### src/rtl/seq_shift_imm_unit.sv
// seq_shift_imm_unit: multi-cycle shift / rotate / immediate-formation unit.
// A shift moves the work register one bit per clock. LUI is run as a shift
// left by (WIDTH-IMM_W). SEXT/ZEXT and zero-amount shifts finish in one cycle.
// Handshake: an accepted start raises busy. done pulses for one cycle while
// result is loaded.
// Constraints: SHAMT_W == clog2(WIDTH) and IMM_W < WIDTH.
module seq_shift_imm_unit #(
  parameter int WIDTH   = 32,
  parameter int SHAMT_W = 5,
  parameter int IMM_W   = 16
) (
  input  logic               clk,
  input  logic               rst,
  input  logic               start,
  input  logic [2:0]         mode,
  input  logic [WIDTH-1:0]   operand,
  input  logic [SHAMT_W-1:0] shamt,
  input  logic [IMM_W-1:0]   imm,
  output logic               busy,
  output logic               done,
  output logic [WIDTH-1:0]   result
);

  localparam logic [2:0] MODE_SLL  = 3'b000;
  localparam logic [2:0] MODE_SRL  = 3'b001;
  localparam logic [2:0] MODE_SRA  = 3'b010;
  localparam logic [2:0] MODE_LUI  = 3'b011;
  localparam logic [2:0] MODE_SEXT = 3'b100;
  localparam logic [2:0] MODE_ZEXT = 3'b101;
  localparam logic [2:0] MODE_ROL  = 3'b110;
  localparam logic [2:0] MODE_ROR  = 3'b111;

  // LUI places the immediate in the upper bits by shifting it left this far.
  localparam logic [SHAMT_W-1:0] LUI_SHIFT = SHAMT_W'(WIDTH - IMM_W);

  typedef enum logic [1:0] {
    ST_IDLE  = 2'b00,
    ST_SHIFT = 2'b01,
    ST_DONE  = 2'b10
  } state_t;

  state_t             state_r;
  state_t             state_next_s;
  logic [WIDTH-1:0]   work_r;
  logic [WIDTH-1:0]   work_next_s;
  logic [SHAMT_W-1:0] count_r;
  logic [SHAMT_W-1:0] count_next_s;
  logic [2:0]         mode_r;
  logic [2:0]         mode_next_s;
  logic [WIDTH-1:0]   result_r;
  logic [WIDTH-1:0]   result_next_s;
  logic               busy_r;
  logic               busy_next_s;
  logic               done_r;
  logic               done_next_s;

  logic               accept_s;
  logic [WIDTH-1:0]   load_work_s;
  logic [SHAMT_W-1:0] load_count_s;

  // Single-bit step of the work register for the latched operation.
  // LUI shifts left. SEXT/ZEXT never reach the shift state.
  function automatic logic [WIDTH-1:0] shift_one(input logic [WIDTH-1:0] v,
                                                 input logic [2:0]       m);
    logic [WIDTH-1:0] r;
    case (m)
      MODE_SLL, MODE_LUI: r = {v[WIDTH-2:0], 1'b0};
      MODE_SRL:           r = {1'b0, v[WIDTH-1:1]};
      MODE_SRA:           r = {v[WIDTH-1], v[WIDTH-1:1]};
      MODE_ROL:           r = {v[WIDTH-2:0], v[WIDTH-1]};
      MODE_ROR:           r = {v[0], v[WIDTH-1:1]};
      default:            r = v;
    endcase
    return r;
  endfunction

  assign accept_s = (state_r == ST_IDLE) && start;

  // Decode the starting work value and the step count from the request inputs.
  always_comb begin
    load_work_s  = operand;
    load_count_s = shamt;
    case (mode)
      MODE_LUI: begin
        load_work_s  = {{(WIDTH-IMM_W){1'b0}}, imm};
        load_count_s = LUI_SHIFT;
      end
      MODE_SEXT: begin
        load_work_s  = {{(WIDTH-IMM_W){imm[IMM_W-1]}}, imm};
        load_count_s = {SHAMT_W{1'b0}};
      end
      MODE_ZEXT: begin
        load_work_s  = {{(WIDTH-IMM_W){1'b0}}, imm};
        load_count_s = {SHAMT_W{1'b0}};
      end
      default: begin
        load_work_s  = operand;
        load_count_s = shamt;
      end
    endcase
  end

  // State register. Reset drops any operation in flight.
  always_ff @(posedge clk or posedge rst) begin
    if (rst) begin
      state_r <= ST_IDLE;
    end else begin
      state_r <= state_next_s;
    end
  end

  // Next-state logic. A zero step count goes straight to completion.
  always_comb begin
    state_next_s = state_r;
    case (state_r)
      ST_IDLE: begin
        if (accept_s) begin
          if (load_count_s != {SHAMT_W{1'b0}}) begin
            state_next_s = ST_SHIFT;
          end else begin
            state_next_s = ST_DONE;
          end
        end else begin
          state_next_s = ST_IDLE;
        end
      end
      ST_SHIFT: begin
        if (count_r == SHAMT_W'(1)) begin
          state_next_s = ST_DONE;
        end else begin
          state_next_s = ST_SHIFT;
        end
      end
      ST_DONE: state_next_s = ST_IDLE;
      default: state_next_s = ST_IDLE;
    endcase
  end

  // Datapath next values. Inputs are captured only on acceptance.
  // result is loaded only when entering DONE.
  always_comb begin
    work_next_s  = work_r;
    count_next_s = count_r;
    mode_next_s  = mode_r;
    case (state_r)
      ST_IDLE: begin
        if (accept_s) begin
          work_next_s  = load_work_s;
          count_next_s = load_count_s;
          mode_next_s  = mode;
        end else begin
          work_next_s  = work_r;
          count_next_s = count_r;
          mode_next_s  = mode_r;
        end
      end
      ST_SHIFT: begin
        work_next_s  = shift_one(work_r, mode_r);
        count_next_s = count_r - SHAMT_W'(1);
      end
      ST_DONE: begin
        work_next_s  = work_r;
        count_next_s = count_r;
      end
      default: begin
        work_next_s  = work_r;
        count_next_s = count_r;
      end
    endcase
    if (state_next_s == ST_DONE) begin
      result_next_s = work_next_s;
    end else begin
      result_next_s = result_r;
    end
  end

  // Output decode. The values are computed one cycle early and then registered.
  always_comb begin
    busy_next_s = (state_next_s != ST_IDLE);
    done_next_s = (state_next_s == ST_DONE);
  end

  // Datapath registers.
  always_ff @(posedge clk or posedge rst) begin
    if (rst) begin
      work_r   <= {WIDTH{1'b0}};
      count_r  <= {SHAMT_W{1'b0}};
      mode_r   <= 3'b000;
      result_r <= {WIDTH{1'b0}};
    end else begin
      work_r   <= work_next_s;
      count_r  <= count_next_s;
      mode_r   <= mode_next_s;
      result_r <= result_next_s;
    end
  end

  // Output registers. busy and done track the state register exactly.
  always_ff @(posedge clk or posedge rst) begin
    if (rst) begin
      busy_r <= 1'b0;
      done_r <= 1'b0;
    end else begin
      busy_r <= busy_next_s;
      done_r <= done_next_s;
    end
  end

  assign busy   = busy_r;
  assign done   = done_r;
  assign result = result_r;

endmodule

### config.mk
export PLATFORM = sky130hd
export DESIGN_NAME = seq_shift_imm_unit
export DESIGN_NICKNAME = d
export VERILOG_FILES = /design/src/rtl/seq_shift_imm_unit.sv
export SDC_FILE = /design/constraint.sdc
export NUM_CORES = 1
export LEC_CHECK = 0
export ABC_AREA = 1
export ABC_CLOCK_PERIOD_IN_PS = 3400
export BUFFER_PORTS_ARGS = -buffer_cell sky130_fd_sc_hd__buf_2
export CAP_MARGIN = 20
export CORE_ASPECT_RATIO = 1.2
export CORE_MARGIN = 10
export CORE_UTILIZATION = 42
export CTS_CLUSTER_DIAMETER = 80
export CTS_CLUSTER_SIZE = 14
export DETAILED_ROUTE_END_ITERATION = 10
export MAX_ROUTING_LAYER = met4
export PLACE_DENSITY = 0.62
export SETUP_SLACK_MARGIN = 0.5
export SYNTH_ARGS = -nofsm -noshare
export SYNTH_HDL_FRONTEND = slang
export SYNTH_SLANG_ARGS = --single-unit
export TNS_END_PERCENT = 50
### constraint.sdc
create_clock -name clk -period 3.4 [get_ports clk]
set_input_delay 0.85 -clock clk [delete_from_list [all_inputs] [get_ports clk]]
set_output_delay 0.85 -clock clk [all_outputs]
set_load 0.02 [all_outputs]
After elaboration in Yosys (flattened, before gate mapping)
Index checks and enable logic that the tools add are counted.
{"block": "totals", "reg_bits": 76, "in_bits": 59, "output_inout_bits": 34, "wordCells": 42}
{"block": "op_classes", "n_addsub": 1, "n_eq_ne": 12, "mux": 11, "n_reduce_logical": 11}
{"operator": "case mux 32 bit (5 select lines)", "n": 1}
{"operator": "case mux 32 bit (2 select lines)", "n": 2}
{"operator": "two-way mux 32 bit", "n": 1}
{"operator": "case mux 5 bit (2 select lines)", "n": 2}
{"operator": "equality test 3 bit (second input constant)", "n": 4}
{"operator": "equality test 3 x 2 -> 1 bit (second input constant)", "n": 3}
{"operator": "two-way mux 2 bit", "n": 3}
{"operator": "OR reduction 2 bit", "n": 3}
{"operator": "equality test 5 x 1 -> 1 bit (second input constant)", "n": 1}
{"operator": "two-way mux 5 bit", "n": 1}
{"operator": "nonzero test 5 bit", "n": 1}
{"operator": "subtractor 5 x 1 -> 5 bit (second input constant)", "n": 1}
{"operator": "case mux 2 bit (2 select lines)", "n": 1}
{"operator": "AND reduction 2 bit", "n": 2}
{"operator": "nonzero test 2 bit", "n": 2}
{"operator": "equality test 3 x 1 -> 1 bit (second input constant)", "n": 1}
{"operator": "logical NOT 3 bit", "n": 1}
{"operator": "equality test 2 x 1 -> 1 bit (second input constant)", "n": 1}
{"operator": "equality test 2 bit (second input constant)", "n": 1}
{"operator": "logical NOT 2 bit", "n": 1}
{"operator": "inequality test 2 bit (second input constant)", "n": 1}
{"operator": "logical AND 1 bit", "n": 1}

Logic depth before layout (Yosys ltp)
{"block": "depth", "ltp_word": 8, "depth_mapped": 12, "ltp_nobuf": 11}

Least setup slack after synthesis
OpenSTA, ideal clock, no wires.
{"block": "synth_path", "kind": "input to register", "startpoint": "input mode[2]", "endpoint": "register result_r[16] (netlist: result[16])", "setup_time_ns": 0.116, "arrival_time_ns": 1.735, "required_ns": 3.284, "setup_slack_ns": 1.549, "cell_stages": 12, "path_buffers": 2, "cell_sequence": "inv_1 nand2_1 nand2_1 buf_4 buf_2 nand2_1 nand3_1 o21ai_0 inv_1 nand2_1 nand2_1 nand2_1"}
{"block": "synth_via", "word_cells_on_any_way": 14, "cone_classes": "eq/ne: 4; mux: 7; reduce/logical: 3"}
{"element": "start: declaration", "line_no": "15", "source": "input logic [2:0] mode,"}
{"element": "equality test 3 bit or equality test 3 x 2 -> 1 bit (tied branches)", "line_no": "83", "source": "case (mode)"}
{"element": "OR reduction 2 bit (no line)"}
{"element": "case mux 32 bit (2 select lines) (*)", "line_no": "83"}
{"element": "two-way mux 32 bit (*)", "line_no": "147", "source": "if (accept_s) begin"}
{"element": "case mux 32 bit (2 select lines) (*)", "line_no": "145", "source": "case (state_r)"}
{"element": "named net work_next_s[16]", "line_no": "45", "source": "logic [WIDTH-1:0] work_next_s;"}
{"element": "end signal: assignment", "line_no": "189", "source": "result_r <= {WIDTH{1'b0}};"}
{"element": "end signal: assignment", "line_no": "194", "source": "result_r <= result_next_s;"}
{"element": "end: declaration", "line_no": "50", "source": "logic [WIDTH-1:0] result_r;"}
The timed path passes the listed nets; every way through them passes the cells marked *.
A chain may end at the register's enable or synchronous reset.

Final worst setup path
{"block": "layout_path", "startpoint": "input mode[2]", "endpoint": "register result_r[13] (netlist: result[13])"}
{"block": "layout_via", "elab_chain_len": 8, "word_cells_on_any_way": 14, "cone_classes": "eq/ne: 4; mux: 7; reduce/logical: 3"}
{"element": "equality test 3 bit", "line_no": "83"}
{"element": "OR reduction 2 bit (no line)"}
{"element": "case mux 5 bit (2 select lines)", "line_no": "83"}
{"element": "nonzero test 5 bit", "line_no": "118", "source": "if (load_count_s != {SHAMT_W{1'b0}}) begin"}
{"element": "two-way mux 2 bit", "line_no": "118"}
{"element": "two-way mux 2 bit", "line_no": "117", "source": "if (accept_s) begin"}
{"element": "case mux 2 bit (2 select lines)", "line_no": "115", "source": "case (state_r)"}
{"element": "equality test 2 bit", "line_no": "170", "source": "if (state_next_s == ST_DONE) begin"}
Parallel ways exist; a longest one is shown, timed or not.

==> results_dict.tcl <==
set metrics [dict create \
    pwr-share-seq_pct 29.9 \
    cts_buffers 9 \
    remaining_drc_errors 0 \
    avgSynthCellArea_um2 6.82 \
    grt.overflow.total 0 \
    clockPowerShare_pct 20.1 \
    antenna_cells 0 \
    grtUsageMet3_pct 3.46 \
    numPortBuffers 92 \
    drtAntennaViolNets 0 \
    end_kind "flop" \
    wl_per_cell_um 14.8 \
    utilization_pct 50.7 \
    p_leak_nw 2.90 \
    p_comb_share_pct 50.0 \
    cts.clk_slew.worst_paths_ns 0.06 \
    synth_cells 660 \
    gp_congestion 0.802 \
    drv_slew 0 \
    crit_arrival_ns 2.76 \
    synth_cell_types 28 \
    path_class "input port to flop" \
    start_kind "input port" \
    multiInputGateArea_um2 2080 \
    via_count 4416 \
    grt.busiest_layer "met2" \
    synth_edf_count 0 \
    die_area_um2 15300 \
    power_switching_w 0.00260 \
    post_drt_via_cell_ratio 5.06 \
    timing.fmax_ghz 0.403 \
    grt_pass1_vias 4556 \
    ir_drop_mv 0.437 \
    mostFrequentLayoutCell "nand2_1" \
    min_period_ns 2.48 \
    final_cell_mix "nand2_1, buf_2, nand3_1, inv_1, dfrtp_1" \
    status "finished, final reports clean" \
    yosys_warnings 0 \
    swShare_pct 46.3 \
    worstPathRequired_ns 3.68 \
    cts_root_buffer "clkbuf_16" \
    register_area_um2 1900 \
    dp.cells 856 \
    fin_nets 799 \
    tns_ns 0 \
    final_cell_area_um2 5330 \
    instances_no_fill 872 \
    coreArea_um2 10500 \
    drt_wl_total_mm 12.9 \
    io_pins 93 \
    grt.total_usage_pct 17.6 \
    setup_viol 0 \
    cts.sink_count 76 \
    post-cts-setup-buffers 0 \
    hold_ws_ns 0.472 \
    clkLatencyLatePin_ns 0.34 \
    grtUsageMet1_pct 19.4 \
    ys_ff_latch 76 \
    drv_cap 0 \
    drt_iter0_drc 254 \
    dp_hpwl_mm 9.05 \
    dieWidth_um 115 \
    finalHoldViolations 0 \
    area_growth_pct 18.4 \
    cts_tree "yes" \
    finalCritPeriodShare_pct 73.1 \
    clk_path_buf_depth 2 \
    layout-drive-gt1-share_pct 18.4 \
    min_path_type "flop to flop" \
    rsz0062_at_grt "false" \
    rows 41 \
    grtUsageMet2_pct 29.7 \
    slew_headroom_pct 52.4 \
    ys_async_sr_fraction_pct 100 \
    ys.flop_type "dfrtp_1" \
    htree_num_levels 3 \
    antenna_found_initial 0 \
    syn-num-nets 721 \
    placed_cell_area_um2 4980 \
    n_fill_cell 1083 \
    syn-cell-area_um2 4500 \
    worstMarginPinSlew_ns 0.714 \
    ys_seq_area_share_pct 42.2 \
    dr.pass1.iters 5 \
    start_util_pct 42.8 \
    grt_max_degree 47 \
    grt_pass1_wl_mm 21.5 \
    ctsResizeCount 0 \
    clock_skew_ns 0.00544 \
    cts_hold_buf 0 \
    powerDensity_nw_per_um2 1050 \
    die_h_um 133 \
    critPathMaxFanout 32 \
    p_int_w 0.00302 \
]
-- critical path: stages --
cell and delay (ns):
buf_2 0.12, inv_1 0.09, nand2_1 0.06, nand2_1 0.39, o21ai_0 0.32, nand4_4 0.19
nand2_4 0.06, inv_2 0.43, nand2_1 0.13, nand2_1 0.10
-- kinds of logic after synthesis --
kind of cell	share of synthesized area (%)
and+or+nand+nor	37.0
buffers and inverters	11.6
DFF	42.2
AOI/OAI and AO/OA	8.39
adders and majority gates	0.556
xor gates and xnor gates	0.195
-- cell usage after synthesis (6+ instances only) --
cell      count  area share, %
nand2_1     260             22
nand3_1      90             10
inv_1        77            6.4
buf_4         7            1.2
clkbuf_1      6           0.50
or2_0         7           0.97
nor2_1       21            1.8
or2_2         6           0.83
o21ai_1      10            1.1
buf_2        15            1.7
inv_2         6           0.50
o21ai_0      52            5.8
dfrtp_1      76             42
-- power by group through the flow --
stage | Clock (W) | Combinational (W) | Sequential, W
global placement | 0 | 0.00277 | 0.00168
global route | 0.00119 | 0.00322 | 0.00174
finish | 0.00113 | 0.00281 | 0.00168
floorplan | 0 | 0.00195 | 0.00183
CTS | 0.00115 | 0.00284 | 0.00168
detailed placement | 0 | 0.00282 | 0.00169
-- metrics by stage --
stage          setup WS, ns  total power, W
6_report              0.916         0.00562
5_1_grt               0.660         0.00614
4_1_cts               0.878         0.00567
3_5_place_dp          0.538         0.00451
3_3_place_gp          0.687         0.00445
2_1_floorplan         0.612         0.00378
-- path summary, 6_finish.rpt --
path	start	to	slack, ns	depth (start not counted)
setup / recovery	mode[2]	result[13]$_DFFE_PP0N_	0.92	10
hold / removal	result[1]$_DFFE_PP0N_	result[1]$_DFFE_PP0N_	0.47	2
setup reg to reg	state_r[1]$_DFF_PP0_	result[0]$_DFFE_PP0N_	1.18	8
hold reg to reg	result[1]$_DFFE_PP0N_	result[1]$_DFFE_PP0N_	0.47	2
max in group asynchronous	rst	result[15]$_DFFE_PP0N_	2.15	3
min in group asynchronous	rst	work_r[28]$_DFF_PP0_	0.52	2
-- state kept, by name (all words and copies together), names as in the netlist --
name / flops
result: 32
mode_r: 3
done: 1
count_r: 5
work_r: 32
state_r: 2
busy: 1
-- layer usage --
metal / vias up / part of all wire [%]
li1: 2210 / -
met1: 2078 / 41
met2: 109 / 51
met3: 19 / 4.7
met4: 0 / 2.6
met5: - / 0
-- cell type report --
cell class | instances | area share (%)
multi-input combinational | 467 | 39.0
clock inverter | 4 | 1.78
tap | 129 | 3.03
clock buffer | 12 | 4.81
sequential | 76 | 35.7
inverter | 83 | 5.86
timing repair buffer | 101 | 9.90
(Power assumes the default switching activity.)
